<file path="config.mk">
export PLATFORM = sky130hd
export DESIGN_NAME = sdram_wb_arbiter
export DESIGN_NICKNAME = d
export VERILOG_FILES = /design/src/rtl/sdram_arb_pkg.sv /design/src/rtl/sdram_arb_rr_pick.sv /design/src/rtl/sdram_wb_arbiter.sv
export SDC_FILE = /design/constraint.sdc
export NUM_CORES = 1
export LEC_CHECK = 0
export BUFFER_PORTS_ARGS = -buffer_cell sky130_fd_sc_hd__buf_4
export CORE_UTILIZATION = 46
export DETAILED_ROUTE_END_ITERATION = 10
export GPL_TIMING_DRIVEN = 0
export PLACE_DENSITY = 0.83
export SLEW_MARGIN = 20
export SYNTH_ARGS = -nofsm -noshare
export SYNTH_HDL_FRONTEND = slang
export SYNTH_SLANG_ARGS = --single-unit
</file>
<file path="constraint.sdc">
create_clock -name wb_clk_i -period 3.84 [get_ports wb_clk_i]
set_input_delay 0.768 -clock wb_clk_i [delete_from_list [all_inputs] [get_ports wb_clk_i]]
set_output_delay 0.768 -clock wb_clk_i [all_outputs]
set_load 0.005 [all_outputs]
</file>
<file path="src/rtl/sdram_arb_pkg.sv">
// Shared types and the round-robin pick function for the SDRAM Wishbone arbiter.
// The fixed-priority port 0 option is selected with SDRAM_ARB_PORT0_PRIO_EN.
package sdram_arb_pkg;

    localparam int MAX_PORTS = 8;
    localparam int MAX_LW    = 3;

    typedef enum logic [1:0] {
        IDLE,
        BUSY,
        RESP,
        DRAIN
    } state_t;

    // First requester strictly after 'last', wrapping modulo n; one-hot result.
    function automatic logic [MAX_PORTS-1:0] rr_pick(
        input logic [MAX_PORTS-1:0] req,
        input logic [MAX_LW-1:0]    last,
        input int unsigned          n
    );
        logic [MAX_PORTS-1:0] g;
        logic                 found;
        int unsigned          idx;
        g     = '0;
        found = 1'b0;
        for (int unsigned i = 1; i <= MAX_PORTS; i++) begin
            if (i <= n) begin
                idx = (32'(last) + i) % n;
                if (!found && req[idx[MAX_LW-1:0]]) begin
                    g[idx[MAX_LW-1:0]] = 1'b1;
                    found              = 1'b1;
                end
            end
        end
        return g;
    endfunction

endpackage

</file>
<file path="src/rtl/sdram_arb_rr_pick.sv">
// Combinational round-robin picker: request vector and last grant index in,
// one-hot winner out (all zero when nobody requests).
module sdram_arb_rr_pick
    import sdram_arb_pkg::*;
#(
    parameter  int NUM_PORTS = 4,
    localparam int LW        = $clog2(NUM_PORTS)
) (
    input  logic [NUM_PORTS-1:0] req_i,
    input  logic [LW-1:0]        last_i,
    output logic [NUM_PORTS-1:0] grant_o
);

    assign grant_o = NUM_PORTS'(rr_pick(MAX_PORTS'(req_i),
                                        MAX_LW'(last_i),
                                        NUM_PORTS));

endmodule

</file>
<file path="src/rtl/sdram_wb_arbiter.sv">
// N-port Wishbone classic arbiter in front of sdram_ctrl_wb with a timeout watchdog.
// Define SDRAM_ARB_PORT0_PRIO_EN to make port 0 win every arbitration it enters.
module sdram_wb_arbiter
    import sdram_arb_pkg::*;
#(
    parameter  int NUM_PORTS      = 4,
    parameter  int WB_ADDR_WIDTH  = 24,
    parameter  int WB_DATA_WIDTH  = 16,
    parameter  int TIMEOUT_CYCLES = 1024,
    localparam int N              = NUM_PORTS,
    localparam int AW             = WB_ADDR_WIDTH,
    localparam int DW             = WB_DATA_WIDTH,
    localparam int SW             = WB_DATA_WIDTH / 8
) (
    input  logic            wb_clk_i,
    input  logic            wb_rst_i,
    input  logic [N-1:0]    s_cyc_i,
    input  logic [N-1:0]    s_stb_i,
    input  logic [N-1:0]    s_we_i,
    input  logic [N*AW-1:0] s_adr_i,
    input  logic [N*DW-1:0] s_dat_i,
    input  logic [N*SW-1:0] s_sel_i,
    output logic [DW-1:0]   s_dat_o,
    output logic [N-1:0]    s_ack_o,
    output logic [N-1:0]    s_err_o,
    output logic            m_cyc_o,
    output logic            m_stb_o,
    output logic            m_we_o,
    output logic [AW-1:0]   m_adr_o,
    output logic [DW-1:0]   m_dat_o,
    output logic [SW-1:0]   m_sel_o,
    input  logic [DW-1:0]   m_dat_i,
    input  logic            m_ack_i,
    output logic [N-1:0]    grant_o
);

    localparam int LW = $clog2(N);
    localparam int CW = (TIMEOUT_CYCLES > 1) ? $clog2(TIMEOUT_CYCLES) : 1;
    localparam logic [CW-1:0] CNT_LAST = CW'(TIMEOUT_CYCLES - 1);

    state_t          state_q;
    logic [N-1:0]    req, req_rr, pick, win_d;
    logic [N-1:0]    gnt_q, ack_q, err_q;
    logic [LW-1:0]   win_idx_d, gnt_idx_q, last_q;
    logic            upd_last;
    logic            timeout;
    logic [CW-1:0]   cnt_q;
    logic            m_cyc_q, m_stb_q, m_we_q;
    logic [AW-1:0]   m_adr_q;
    logic [DW-1:0]   m_dat_q, s_dat_q;
    logic [SW-1:0]   m_sel_q;

    assign req = s_cyc_i & s_stb_i;

`ifdef SDRAM_ARB_PORT0_PRIO_EN
    // Port 0 bypasses the rotation so ports 1..N-1 keep their own fair order.
    assign req_rr   = req & ~{{(N-1){1'b0}}, 1'b1};
    assign win_d    = req[0] ? {{(N-1){1'b0}}, 1'b1} : pick;
    assign upd_last = ~req[0];
`else
    assign req_rr   = req;
    assign win_d    = pick;
    assign upd_last = 1'b1;
`endif

    sdram_arb_rr_pick #(
        .NUM_PORTS (N)
    ) u_pick (
        .req_i   (req_rr),
        .last_i  (last_q),
        .grant_o (pick)
    );

    always_comb begin
        win_idx_d = '0;
        for (int k = 0; k < N; k++) begin
            if (win_d[k]) win_idx_d = LW'(k);
        end
    end

    assign timeout = (TIMEOUT_CYCLES != 0) && (cnt_q == CNT_LAST);

    always_ff @(posedge wb_clk_i or posedge wb_rst_i) begin
        if (wb_rst_i) begin
            state_q   <= IDLE;
            cnt_q     <= '0;
            last_q    <= LW'(N - 1);
            gnt_q     <= '0;
            gnt_idx_q <= '0;
            ack_q     <= '0;
            err_q     <= '0;
            m_cyc_q   <= 1'b0;
            m_stb_q   <= 1'b0;
            m_we_q    <= 1'b0;
            m_adr_q   <= '0;
            m_dat_q   <= '0;
            m_sel_q   <= '0;
            s_dat_q   <= '0;
        end else begin
            ack_q <= '0;
            err_q <= '0;
            unique case (state_q)
                IDLE: begin
                    if (|req) begin
                        gnt_q     <= win_d;
                        gnt_idx_q <= win_idx_d;
                        if (upd_last) last_q <= win_idx_d;
                        m_we_q    <= s_we_i[win_idx_d];
                        m_adr_q   <= s_adr_i[win_idx_d*AW +: AW];
                        m_dat_q   <= s_dat_i[win_idx_d*DW +: DW];
                        m_sel_q   <= s_sel_i[win_idx_d*SW +: SW];
                        m_cyc_q   <= 1'b1;
                        m_stb_q   <= 1'b1;
                        cnt_q     <= '0;
                        state_q   <= BUSY;
                    end
                end
                BUSY: begin
                    cnt_q <= cnt_q + 1'b1;
                    if (m_ack_i) begin
                        if (!m_we_q) s_dat_q <= m_dat_i;
                        m_cyc_q <= 1'b0;
                        m_stb_q <= 1'b0;
                        ack_q   <= gnt_q;
                        state_q <= RESP;
                    end else if (timeout) begin
                        m_cyc_q <= 1'b0;
                        m_stb_q <= 1'b0;
                        err_q   <= gnt_q;
                        state_q <= RESP;
                    end else if (!s_cyc_i[gnt_idx_q]) begin
                        state_q <= DRAIN;
                    end
                end
                DRAIN: begin
                    cnt_q <= cnt_q + 1'b1;
                    if (m_ack_i || timeout) begin
                        m_cyc_q <= 1'b0;
                        m_stb_q <= 1'b0;
                        gnt_q   <= '0;
                        cnt_q   <= '0;
                        state_q <= IDLE;
                    end
                end
                RESP: begin
                    gnt_q   <= '0;
                    cnt_q   <= '0;
                    state_q <= IDLE;
                end
                default: state_q <= IDLE;
            endcase
        end
    end

    assign s_dat_o = s_dat_q;
    assign s_ack_o = ack_q;
    assign s_err_o = err_q;
    assign m_cyc_o = m_cyc_q;
    assign m_stb_o = m_stb_q;
    assign m_we_o  = m_we_q;
    assign m_adr_o = m_adr_q;
    assign m_dat_o = m_dat_q;
    assign m_sel_o = m_sel_q;
    assign grant_o = gnt_q;

endmodule
</file>
======== Word level (Yosys, flattened, before mapping) ========
Cells that the tools add are included.
cells by class
  add/sub/neg operators ................... 5
  multipliers ............................. 1
  magnitude comparators ................... 10
  equal/unequal tests ..................... 8
  shifts and indexed selects .............. 3
  multiplexer cells ....................... 52
  bitwise gates (word level) .............. 5
  reductions and logical operators ........ 20
operators by type and width
  cell                                                                                  number
  96-bit by 8-bit indexed part select with 24-bit output                                1
  64-bit by 7-bit indexed part select with 16-bit output                                1
  4-bit 2-to-1 mux                                                                      11
  10-bit one-hot mux with 4 select lines                                                1
  10-bit 2-to-1 mux                                                                     2
  1-bit 2-to-1 mux                                                                      18
  2-bit by 4-bit less-than comparator with 1-bit output (second input constant)         4
  2-bit 2-to-1 mux                                                                      7
  1-bit binary-select mux with 2-bit select                                             6
  4-bit bitwise OR                                                                      3
  4-bit one-hot mux with 3 select lines                                                 1
  10-bit by 1-bit adder with 10-bit output (second input constant)                      1
  10-bit == test (second input constant)                                                1
  3-bit AND reduction                                                                   3
  1-bit demux with 2-bit select                                                         4
  2-bit by 1-bit greater-or-equal comparator with 1-bit output (second input constant)  4
  2-bit one-hot mux with 4 select lines                                                 1
  8-bit by 4-bit indexed part select with 2-bit output                                  1
  1-bit logical AND                                                                     7
  2-bit by 3-bit less-than comparator with 1-bit output (second input constant)         2
  3-bit nonzero test                                                                    2
  2-bit by 1-bit adder with 2-bit output (second input constant)                        2
  2-bit adder (second input constant)                                                   2
  4-bit AND                                                                             1
  other kinds (14)                                                                      18
word-level totals
  bits in registers ....................... 88
  output and inout port bits .............. 73

======== Depth between registers and ports, before layout ========
Gate-level depths: netlist of run 1.
  depth after elaboration ................. 18
  gate-level depth with buffers ........... 11
  depth with buffers taken out ............ 9

======== Cells and area by module ========
From an unflattened synthesis of run 1, not the netlist that was laid out.
unflattened totals
  cell total of the unflattened synthesis .. 548
  area, all modules ....................... 5,283.8 µm²
by module, submodules not included
  module             times used  cells each  area each (µm²)
  sdram_wb_arbiter   1           510         4,926.0
  sdram_arb_rr_pick  1           38          357.8

======== Worst setup path before layout of run 1 ========
OpenSTA, ideal clock, no wires.
  path type ............................... register to register
  from .................................... register last_q[1]
  to ...................................... register m_adr_q[20], in the netlist m_adr_o[20]
  arrival ................................. 2.947 ns
  required time ........................... 3.719 ns
  setup slack ............................. 0.772 ns
  cell stages (with the launch flop) ...... 11
  path buffers ............................ 2
  path through ............................ dfstp_2 -> inv_1 -> ha_1 -> or4_1 -> a31oi_2 -> a221o_1 -> buf_2 -> nor2_4 -> buf_2 -> a221o_1 -> o22a_1
on the way
  cells in the longest elaborated chain, start to end .. 18
  elaborated cells between the ends (all ways) .. 53
  classes of those cells .................. add/sub: 4; mul: 1; order compare: 8; shift: 1; mux: 26; bitwise: 3; reduce/logical: 10
ends and longest elaborated chain
  element                                                                                         RTL line                 source
  start: declaration                                                                              sdram_wb_arbiter.sv:44   logic [LW-1:0] win_idx_d, gnt_idx_q, last_q;
  start signal: assignment                                                                        sdram_wb_arbiter.sv:87   last_q <= LW'(N - 1);
  start signal: assignment                                                                        sdram_wb_arbiter.sv:107  if (upd_last) last_q <= win_idx_d;
  branches (longest 12 deep; another with 2-bit by 4-bit less-than comparator with 1-bit output)  n/a
  4-bit 2-to-1 mux (*)                                                                            sdram_arb_pkg.sv:29      if (!found && req[idx[MAX_LW-1:0]]) begin
  1-bit 2-to-1 mux                                                                                sdram_wb_arbiter.sv:77   if (win_d[k]) win_idx_d = LW'(k);
  2-bit 2-to-1 mux                                                                                sdram_wb_arbiter.sv:77
  2-bit 2-to-1 mux (*)                                                                            sdram_wb_arbiter.sv:77
  2-bit by 2-bit multiplier with 4-bit output (*)                                                 sdram_wb_arbiter.sv:109  m_adr_q <= s_adr_i[win_idx_d*AW +: AW];
  96-bit by 8-bit indexed part select with 24-bit output (*)                                      sdram_wb_arbiter.sv:109
  end signal: assignment                                                                          sdram_wb_arbiter.sv:109
  end: declaration                                                                                sdram_wb_arbiter.sv:49   logic [AW-1:0] m_adr_q;
Mark *: on every way between the ends. The select of a mux whose other input is x is not followed.
A chain may end at the register's enable or synchronous reset.

======== Worst setup path in the final report of run 1 ========
  from .................................... register last_q[1]
  to ...................................... register m_dat_q[0], in the netlist m_dat_o[0]
on the way
  cells in the longest elaborated chain, start to end .. 17
  elaborated cells between the ends (all ways) .. 52
  classes of those cells .................. add/sub: 4; order compare: 8; shift: 1; mux: 26; bitwise: 3; reduce/logical: 10
ends and longest elaborated chain
  element                                                                                         RTL line                 source
  branches (longest 12 deep; another with 2-bit by 4-bit less-than comparator with 1-bit output)  n/a
  4-bit 2-to-1 mux (*)                                                                            sdram_arb_pkg.sv:29
  1-bit 2-to-1 mux                                                                                sdram_wb_arbiter.sv:77
  2-bit 2-to-1 mux                                                                                sdram_wb_arbiter.sv:77
  2-bit 2-to-1 mux (*)                                                                            sdram_wb_arbiter.sv:77
  64-bit by 7-bit indexed part select with 16-bit output (*)                                      sdram_wb_arbiter.sv:110  m_dat_q <= s_dat_i[win_idx_d*DW +: DW];
  end signal: assignment                                                                          sdram_wb_arbiter.sv:110
  end: declaration                                                                                sdram_wb_arbiter.sv:50   logic [DW-1:0] m_dat_q, s_dat_q;
Marks and branches as above.

==> results of run 1 <==
layer usage:
metal	track usage, %	part of all wire [%]	vias up
met5	0	0	-
met4	16.6	4.0	0
met3	7.75	9.0	61
met2	54.6	49	348
met1	37.4	38	2743
li1	-	-	2587
metrics by stage:
| stage | cells | instance area (um^2) | util [%] | TNS, ns |
|---|---|---|---|---|
| 2_1_floorplan | 518 | 5120 | - | 0 |
| 3_3_place_gp | 929 | 7330 | 67.6 | -19.43 |
| 3_5_place_dp | 930 | 7350 | 67.8 | 0 |
| 4_1_cts | 946 | 7550 | 69.7 | 0 |
| 5_1_grt | 946 | 7570 | 69.8 | 0 |
| 6_report | 946 | 7570 | 69.8 | 0 |
worst register-to-register path, delay by kind of cell (launching register included):
kind	cells	cell delay, ns
buf+inv	2	0.46
flops	1	0.66
fa+ha+maj	1	0.40
compound gates	4	1.12
simple gates	3	0.92
path summary, 6_finish.rpt:
check	from	to	slack [ns]	depth (start not counted)
worst max-delay path	last_q[1]	m_dat_o[0]	0.21	10
worst min-delay path	wb_rst_i	s_dat_o[3]	0.47	2
worst max register to register	last_q[1]	m_dat_o[0]	0.21	10
worst min register to register	s_dat_o[8]	s_dat_o[8]	0.51	1
max in group asynchronous	wb_rst_i	last_q[1]	2.69	3
min in group wb_clk_i	s_dat_o[8]	s_dat_o[8]	0.51	1
registers in the layout, indices dropped and copies added (netlist names), 4 cells and up:
register  flops
m_dat_o      16
s_dat_o      16
m_adr_o      24
s_err_o       4
cnt_q        10
s_ack_o       4
grant_o       4
power by group through the flow:
stage                     Combinational [mW]  Clock, mW  Sequential [mW]
after floorplan                         2.11          0             1.58
after global placement                  3.38          0             1.58
after detailed placement                3.51          0             1.60
after CTS                               3.52      0.677             1.58
after global routing                    3.85      0.716             1.63
final                                   3.58      0.669             1.59
final cells by class:
cell class | count | area [um^2] | area share (%)
plain buffers | 45 | 185 | 2.45
clock buffers | 9 | 124 | 1.64
clock inverters | 7 | 77.6 | 1.02
inverters | 8 | 32.5 | 0.430
multi-input cells | 377 | 2720 | 35.9
flip-flops and latches | 88 | 2200 | 29.1
well taps | 140 | 175 | 2.31
repair buffers | 272 | 2050 | 27.1
cell usage in the layout (no fill, tap or decap), drive strengths merged, types with 2 or more instances in the layout:
cell    instances
nand3          48
a211oi          2
a221oi          3
and2           11
nand4b          2
clkinv          3
dfstp           2
mux4            2
clkbuf         42
a21oi          49
xnor2           3
o21ai          51
a21o            3
xor2            4
ha             13
a31oi           4
a22o            4
o22a           43
mux2           16
or4             2
nand4           7
a41oi           2
buf           284
a221o          45
and3           10
nor2           16
inv            10
dfrtp          86
a311o           2
nand2          16
nor2b           2
nor3            3
and4            2
timing repair:
item | in CTS | in global routing
hold buffers | 0 | 0
endpoints found under the setup margin | 0 | 11
resized for setup | 0 | 2
cells by family after synthesis:
family | Yosys count | share of synthesized area [%]
flops | 88 | 43.1
mux | 19 | 4.60
fa+ha+maj | 13 | 3.18
simple gates | 127 | 13.4
xor+xnor | 7 | 1.20
compound gates | 211 | 30.3
buf+inv | 53 | 4.21
==> metrics.cfg, run 1 <==
[sta]
hold_ws_ns = 0.468
slew_headroom_pct = 51.1
fmax_ghz = 0.276
rsz0062_at_grt = false
finalSetupViolCount = 0
finalCriticalPeriod_ns = 3.63
layout_setup_ws_ns = 0.213
hold_viol_final = 0
fin_crit_sh_pct = 94.5
tightest_slew_ns = 0.728
report.final.slew_viol_count = 0
finClkSkew_ns = 0.0110

[place]
portBuffers = 271
dp_hpwl_um = 14400
pre_cts_ws_ns = 0.282
place.gp.congestion = 0.899

[synth]
synth_largest_area_cell = dfrtp_1
synth.most_common_cell = dfrtp_1
synth_area_um2 = 5120
synth_top_area_share_pct = 42.1
synth_edf_count = 0
synth.top_cells.by_area = dfrtp_1, a221o_1, o22a_1, o21ai_0, a21oi_1
synth.distinct_cells = 52
yosys_most_used_dff = dfrtp_1
netlist_top_cells_count = dfrtp_1, o21ai_0, a21oi_1
yosysWarnings = 0
postSynthAreaPerCell_um2 = 9.88
syn_inst = 518
ys_seq_area_share_pct = 43.1
synth_seq_cells = 88
synthesis.nets = 730
postSynth.asyncResetShare_pct = 100

[cts]
cts.clk_slew.worst_paths_ns = 0.10
htree_levels = 3
clock_path_buffers = 2
post_cts_buffers = 0
clk_latency_ns = 0.37
cts_buffers = 9
cts.sinks = 88
cts-root-buf = clkbuf_8
cts_tree = done

[power_and_ir_drop]
ir_drop_mv = 0.419
power_mw = 5.83
pwr-share-seq_pct = 27.2
p_int_mw = 3.29
share_clk_of_total_power_pct = 11.5
p_sw_mw = 2.55
netSwitchingFraction_pct = 43.6
leakagePower_nw = 3.59
power.density_nw_per_um2 = 770
combPwrFrac_pct = 61.3

[die]
die-area_um2 = 11600
die_w_um = 107
initial_core_util_pct = 47.2
core.rowCount = 38
die_y_um = 107
core_um2 = 10800
ios = 272

[final_layout]
antenna_cells = 0
final_nets = 1013
layout-drive-gt1-share_pct = 40.6
area_delta_synth_final_pct = 47.9
nFillCells = 879

[global_routing]
grt_max_degree = 50
grt_usage_pct = 32.0
overflow = 0
grt_pass1_wl_um = 28100
antenna_found_initial = 0
grt_pass1_vias = 5516

[drt]
vias = 5739
initialDrtViolationCount = 553
viasPerCell = 6.07
drc = 0
antenna_left = 0
routed_wl_um = 18600
dr.pass1.iters = 5
avgRoutedWirePerCell_um = 19.6

[critical_path]
cp-end-kind = flop
worst-path-buf-inv = 2
worstPathCellList = inv_1 -> ha_1 -> nand4bb_1 -> and4_1 -> a311o_1 -> a221oi_4 -> nand2_1 -> clkbuf_1 -> a21oi_1 -> o22a_1
crit_slowest_cell = dfstp_2
critical_path.top_delay_family = compound AO/OA/AOI/OAI gates
worstSetupPathType = reg -> reg
cp_slowest_stage_delay_ns = 0.66
crit_arrival_ns = 3.94
cp.required_ns = 4.15
start_kind = flop
cp_max_fo = 10

[hold_path]
worstHoldPathType = in -> async

[status]
status = complete, no violations

[job]
maxCapViolCount = 0

Power figures use the tool's default switching activity.
==> run 2: changes to the inputs <==
--- a/config.mk
+++ b/config.mk
@@ -6,10 +6,10 @@
 export NUM_CORES = 1
 export LEC_CHECK = 0
 export BUFFER_PORTS_ARGS = -buffer_cell sky130_fd_sc_hd__buf_4
-export CORE_UTILIZATION = 46
+export CORE_UTILIZATION = 40
 export DETAILED_ROUTE_END_ITERATION = 10
 export GPL_TIMING_DRIVEN = 0
-export PLACE_DENSITY = 0.83
+export PLACE_DENSITY = 0.72
 export SLEW_MARGIN = 20
 export SYNTH_ARGS = -nofsm -noshare
 export SYNTH_HDL_FRONTEND = slang
==> run 2 against run 1 <==
  * Count of clock-buffer cells in the layout up 3
  * Global-route usage down 3.7 points
  * Cell count rose by 2.9%
  * Final area rose by 1.6%
  * Critical path depth grew 1
  * Sequential cell count unchanged
  * Worst setup slack better by 0.081 ns
  * First-iteration DRC count fell by 39%
  * Largest power group unchanged
==> metrics.cfg, run 2 (same netlist as run 1, synthesis figures left out) <==
[status]
status = complete, no violations

[global_routing]
antenna_found_initial = 0
grt_max_degree = 53
use_met1_pct = 34.3
grt_pass1_vias = 5526
use_met2_pct = 46.4
grt_usage_pct = 28.3
grt_util_met3_pct = 7.85
overflow = 0
grt_pass1_wl_um = 28500
grt_busiest_layer = met2

[sta]
tightest_slew_ns = 0.779
finalCriticalPeriod_ns = 3.55
finalSetupViolCount = 0
fin_crit_sh_pct = 92.4
report.final.slew_viol_count = 0
slew_headroom_pct = 47.7
hold_viol_final = 0
fmax_ghz = 0.282
setup-tns-final_ns = 0
rsz0062_at_grt = false
finClkSkew_ns = 0.00642

[power_and_ir_drop]
power_mw = 5.97
share_clk_of_total_power_pct = 13.7
leakagePower_nw = 3.63
netSwitchingFraction_pct = 42.1
combPwrFrac_pct = 59.6
p_sw_mw = 2.52
pwr-share-seq_pct = 26.6
power.density_nw_per_um2 = 776
ir_drop_mv = 0.345
p_int_mw = 3.46

[place]
place.gp.congestion = 0.925
portBuffers = 271
dp_hpwl_um = 14600

[die]
die_y_um = 115
die-area_um2 = 13300
initial_core_util_pct = 41.7
die_w_um = 115
core.rowCount = 40
core_um2 = 12300
ios = 272

[final_layout]
layout-drive-gt1-share_pct = 40.7
final_common_cell = buf_4
largest_reg_flops = 24
nFillCells = 1067
postLayoutCoreUtil_pct = 62.7
antenna_cells = 0
area_delta_synth_final_pct = 50.3
final_nets = 1013
final_cell_mix = buf_4, dfrtp_1, o21ai_0

[critical_path]
worstSetupPathType = reg -> reg
cp_max_fo = 10
cp-end-kind = flop
crit_arrival_ns = 3.83
cp.required_ns = 4.12
start_kind = flop

[cts]
cts-root-buf = clkbuf_16
cts.sinks = 88
htree_levels = 3
cts_buffers = 9
cts_tree = done
clock_path_buffers = 2
clk_latency_ns = 0.34
hold_buffers = 0
cts.clk_slew.worst_paths_ns = 0.06
post_cts_buffers = 0

[drt]
dr.pass1.iters = 5
initialDrtViolationCount = 335
vias = 5575
antenna_left = 0
drc = 0
viasPerCell = 5.73
avgRoutedWirePerCell_um = 19.2
routed_wl_um = 18700

[hold_path]
worstHoldPathType = in -> async

[job]
maxCapViolCount = 0

==> run 2: cell count changes in the layout (fill, tap and decap cells not counted), moves of 2 or more <==
cell,delta
clkinv_4,-2
inv_6,-2
clkbuf_8,-7
clkbuf_16,+9
==> run 2: power groups by stage <==
stage	combinational [mW]	sequential, mW	clock, mW
6_report	3.56	1.59	0.821
5_1_grt	3.89	1.64	0.868
4_1_cts	3.52	1.59	0.831
3_5_place_dp	3.51	1.60	0
3_3_place_gp	3.43	1.59	0
2_1_floorplan	2.11	1.58	0
==> run 2: layout make-up <==
type	count	area [um^2]	share of cell area, %
Inverter	8	32.5	0.423
Tap cell	168	210	2.73
Buffer	45	185	2.41
Timing Repair Buffer	272	2060	26.8
Multi-Input combinational cell	377	2730	35.4
Clock inverter	3	17.5	0.228
Sequential cell	88	2200	28.7
Clock buffer	12	256	3.33
==> run 2: path summary, 6_finish.rpt <==
kind,start,to,slack (ns),cells after the start
max,last_q[1],m_adr_o[11],0.29,11
min,wb_rst_i,s_dat_o[10],0.46,2
max reg2reg,last_q[1],m_adr_o[11],0.29,11
min reg2reg,s_dat_o[11],s_dat_o[11],0.51,1
max in group asynchronous,wb_rst_i,last_q[0],2.70,3
min in group wb_clk_i,s_dat_o[11],s_dat_o[11],0.51,1
==> run 2: repair_timing <==
action	4_1_cts	5_1_grt
endpoints found under the hold margin	0	0
endpoints found under the setup margin	0	2
gates resized for setup	0	5
==> run 2: routing by layer <==
layer,share of wire [%],vias up
li1,-,2590
met1,38,2650
met2,49,292
met3,9.4,43
met4,3.5,0
met5,0,-
==> run 2: stage by stage <==
| step | std cells | setup WS [ns] | area [um^2] | hold WS (ns) |
|---|---|---|---|---|
| after floorplan | 518 | 0.772 | 5120 | 0.475 |
| after CTS | 973 | 0.164 | 7670 | 0.475 |
| final | 973 | 0.294 | 7690 | 0.459 |
| after global placement | 957 | -0.255 | 7360 | 0.487 |
| after detailed placement | 958 | 0.184 | 7390 | 0.495 |
| after global routing | 973 | 0.0959 | 7690 | 0.503 |
==> run 2: critical path, cell delays in order (launching register included) <==
cell and delay (ns):
dfstp_2 0.63, inv_1 0.14, ha_1 0.40, nand4bb_1 0.31
and4_1 0.30, a311o_1 0.34, a221o_1 0.26, buf_2 0.20
nor2_4 0.20, buf_2 0.31, a221o_1 0.25, o22a_1 0.13
==> run 3: changes to the inputs <==
--- a/config.mk
+++ b/config.mk
@@ -5,11 +5,12 @@
 export SDC_FILE = /design/constraint.sdc
 export NUM_CORES = 1
 export LEC_CHECK = 0
+export ABC_AREA = 1
 export BUFFER_PORTS_ARGS = -buffer_cell sky130_fd_sc_hd__buf_4
 export CORE_UTILIZATION = 40
 export DETAILED_ROUTE_END_ITERATION = 10
 export GPL_TIMING_DRIVEN = 0
-export PLACE_DENSITY = 0.72
+export PLACE_DENSITY = 0.69
 export SLEW_MARGIN = 20
 export SYNTH_ARGS = -nofsm -noshare
 export SYNTH_HDL_FRONTEND = slang
==> run 3 against run 2 <==
  * Clock skew increased by 0.0017 ns
  * Cell count increased by 58%
  * Via count increased by 23%
  * Die area increased by 23%
  * Wire length increased by 3.3%
  * Sequential cell count unchanged
  * Synthesized area increased by 23%
  * Non-clock buffer count decreased by 4
  * Worst hold slack got worse by 0.081 ns
  * Critical endpoint is now m_adr_o[3]
  * Largest cell class unchanged
==> metrics.cfg, run 3 <==
[synth]
synth.distinct_cells = 30
synth.most_common_cell = nand2_1
synth_edf_count = 0
synth.top_cells.by_area = dfrtp_1, nand2_1, inv_1, nor2_1, nand3_1
synth_seq_cells = 88
netlist_top_cells_count = nand2_1, inv_1, nor2_1
syn_inst = 1035
postSynth.asyncResetShare_pct = 100
synth_top_area_share_pct = 34.2
yosysWarnings = 0
ys_seq_area_share_pct = 35.0
synthesis.nets = 1247
synth_largest_area_cell = dfrtp_1
synth_area_um2 = 6290
yosys_most_used_dff = dfrtp_1
postSynthAreaPerCell_um2 = 6.08

[power_and_ir_drop]
p_sw_mw = 3.44
power.density_nw_per_um2 = 794
p_int_mw = 3.65
leakagePower_nw = 5.61
netSwitchingFraction_pct = 48.6
share_clk_of_total_power_pct = 12.6
pwr-share-seq_pct = 21.4
combPwrFrac_pct = 65.9
ir_drop_mv = 0.323

[final_layout]
final_common_cell = nand2_1
instances_no_fill = 1534
antenna_cells = 0
largest_reg_flops = 24
final_nets = 1530
layout-drive-gt1-share_pct = 26.6
final_area_um2 = 8920
final_cell_mix = nand2_1, buf_4, inv_1
postLayoutCoreUtil_pct = 58.5
area_delta_synth_final_pct = 41.7

[die]
ios = 272
die_y_um = 127
core_um2 = 15300
core.rowCount = 45
initial_core_util_pct = 41.3
die-area_um2 = 16200
die_w_um = 127

[sta]
finalSetupViolCount = 0
rsz0062_at_grt = false
fmax_ghz = 0.325
slew_headroom_pct = 62.3
finalCriticalPeriod_ns = 3.08
hold_viol_final = 0
layout_setup_ws_ns = 0.763
finClkSkew_ns = 0.00814
tightest_slew_ns = 0.565
fin_crit_sh_pct = 80.1
hold_ws_ns = 0.378
report.final.slew_viol_count = 0

[cts]
hold_buffers = 0
cts.sinks = 88
htree_levels = 3
cts_buffers = 9
cts-resized-gates = 0
post_cts_buffers = 0
cts_tree = done
cts.clk_slew.worst_paths_ns = 0.07
clk_latency_ns = 0.35
clock_path_buffers = 2
cts-root-buf = clkbuf_16

[job]
maxCapViolCount = 0

[critical_path]
start_kind = flop
cp_max_fo = 10
cp-end-kind = flop
cp.required_ns = 4.08
worstSetupPathType = reg -> reg
crit_arrival_ns = 3.32
crit_start = last_q[0]
r2r-start = last_q[0]

[drt]
viasPerCell = 4.46
vias = 6843
avgRoutedWirePerCell_um = 12.6
routed_wl_um = 19300
antenna_left = 0
drc = 0
dr.pass1.iters = 5
initialDrtViolationCount = 359

[place]
portBuffers = 271
dp_hpwl_um = 14900
pre_cts_ws_ns = 0.791
dpl_cell_area_um2 = 8630
place.gp.congestion = 0.864
place_inst = 1518

[global_routing]
grt_pass1_vias = 6266
grt_usage_pct = 24.0
grt_pass1_wl_um = 30600
antenna_found_initial = 0
overflow = 0
grt_max_degree = 61

[status]
status = complete, no violations

[hold_path]
worstHoldPathType = in -> async

run 3: changes by cell type after synthesis, moves of 11 or more:
cell      before  now
o21ai_0       50   13
nand3_1       48   77
inv_1          7  198
a221o_1       45    0
and2_1        11    0
nand2_1       16  395
a21oi_1       49    7
nor2_1        15  147
clkbuf_1      33   12
o22a_1        43    0
run 3: power by group through the flow:
stage	sequential [mW]	clock, mW	combinational (mW)
3_5_place_dp	1.53	0	4.68
2_1_floorplan	1.53	0	3.10
3_3_place_gp	1.52	0	4.63
4_1_cts	1.52	0.913	4.69
6_report	1.52	0.895	4.67
5_1_grt	1.56	0.953	5.33
run 3: final timing paths:
path | to | slack [ns] | depth (start not counted)
worst min register to register | m_dat_o[10] | 0.48 | 2
worst max-delay path | m_adr_o[3] | 0.76 | 16
max in group asynchronous | m_adr_o[21] | 2.87 | 3
worst max register to register | m_adr_o[3] | 0.76 | 16
min in group wb_clk_i | m_dat_o[10] | 0.48 | 2
worst min-delay path | s_dat_o[4] | 0.38 | 2
run 3: worst max-delay path, stage by stage, from the launching register on:
cell and delay [ns]:
dfstp_2 0.65, inv_2 0.14, ha_1 0.36, inv_1 0.08, nand3_1 0.09, nand2_2 0.09
nand2_1 0.13, inv_2 0.07, nand3_1 0.11, nand3_4 0.20, nor2_2 0.40, buf_2 0.33
nor2_1 0.07, nand2_1 0.08, nand2_1 0.05, nand2_1 0.05, nand2_1 0.06
run 3: kinds of logic after synthesis:
family	Yosys count	share of synthesized area (%)
AOI/OAI and AO/OA	26	2.23
xor gates and xnor gates	2	0.278
adders and majority gates	13	2.58
buffers and inverters	248	15.8
DFF	88	35.0
muxes	16	2.86
and+or+nand+nor	642	41.3
run 3: cell type report:
| type | instances | area [um^2] |
|---|---|---|
| fillers | 1561 | 6340 |
| multi-input cells | 699 | 3100 |
| flip-flops and latches | 88 | 2200 |
| repair buffers | 272 | 2060 |
| inverters | 207 | 785 |
| well taps | 211 | 264 |
| clock buffers | 9 | 225 |
| plain buffers | 41 | 213 |
| clock inverters | 7 | 68.8 |
run 3: routing by layer:
metal,up-vias,GRT usage [%],share of wire (%)
met2,225,40.8,47
met3,24,4.77,6.6
met4,0,8.68,2.3
li1,3591,-,-
met5,-,0,0
met1,3003,30.3,44
run 3: through the flow:
step / TNS, ns / power, mW
after CTS: 0 / 7.13
after global placement: -38.45 / 6.15
after global routing: 0 / 7.85
after detailed placement: 0 / 6.21
final: 0 / 7.09
after floorplan: 0 / 4.63
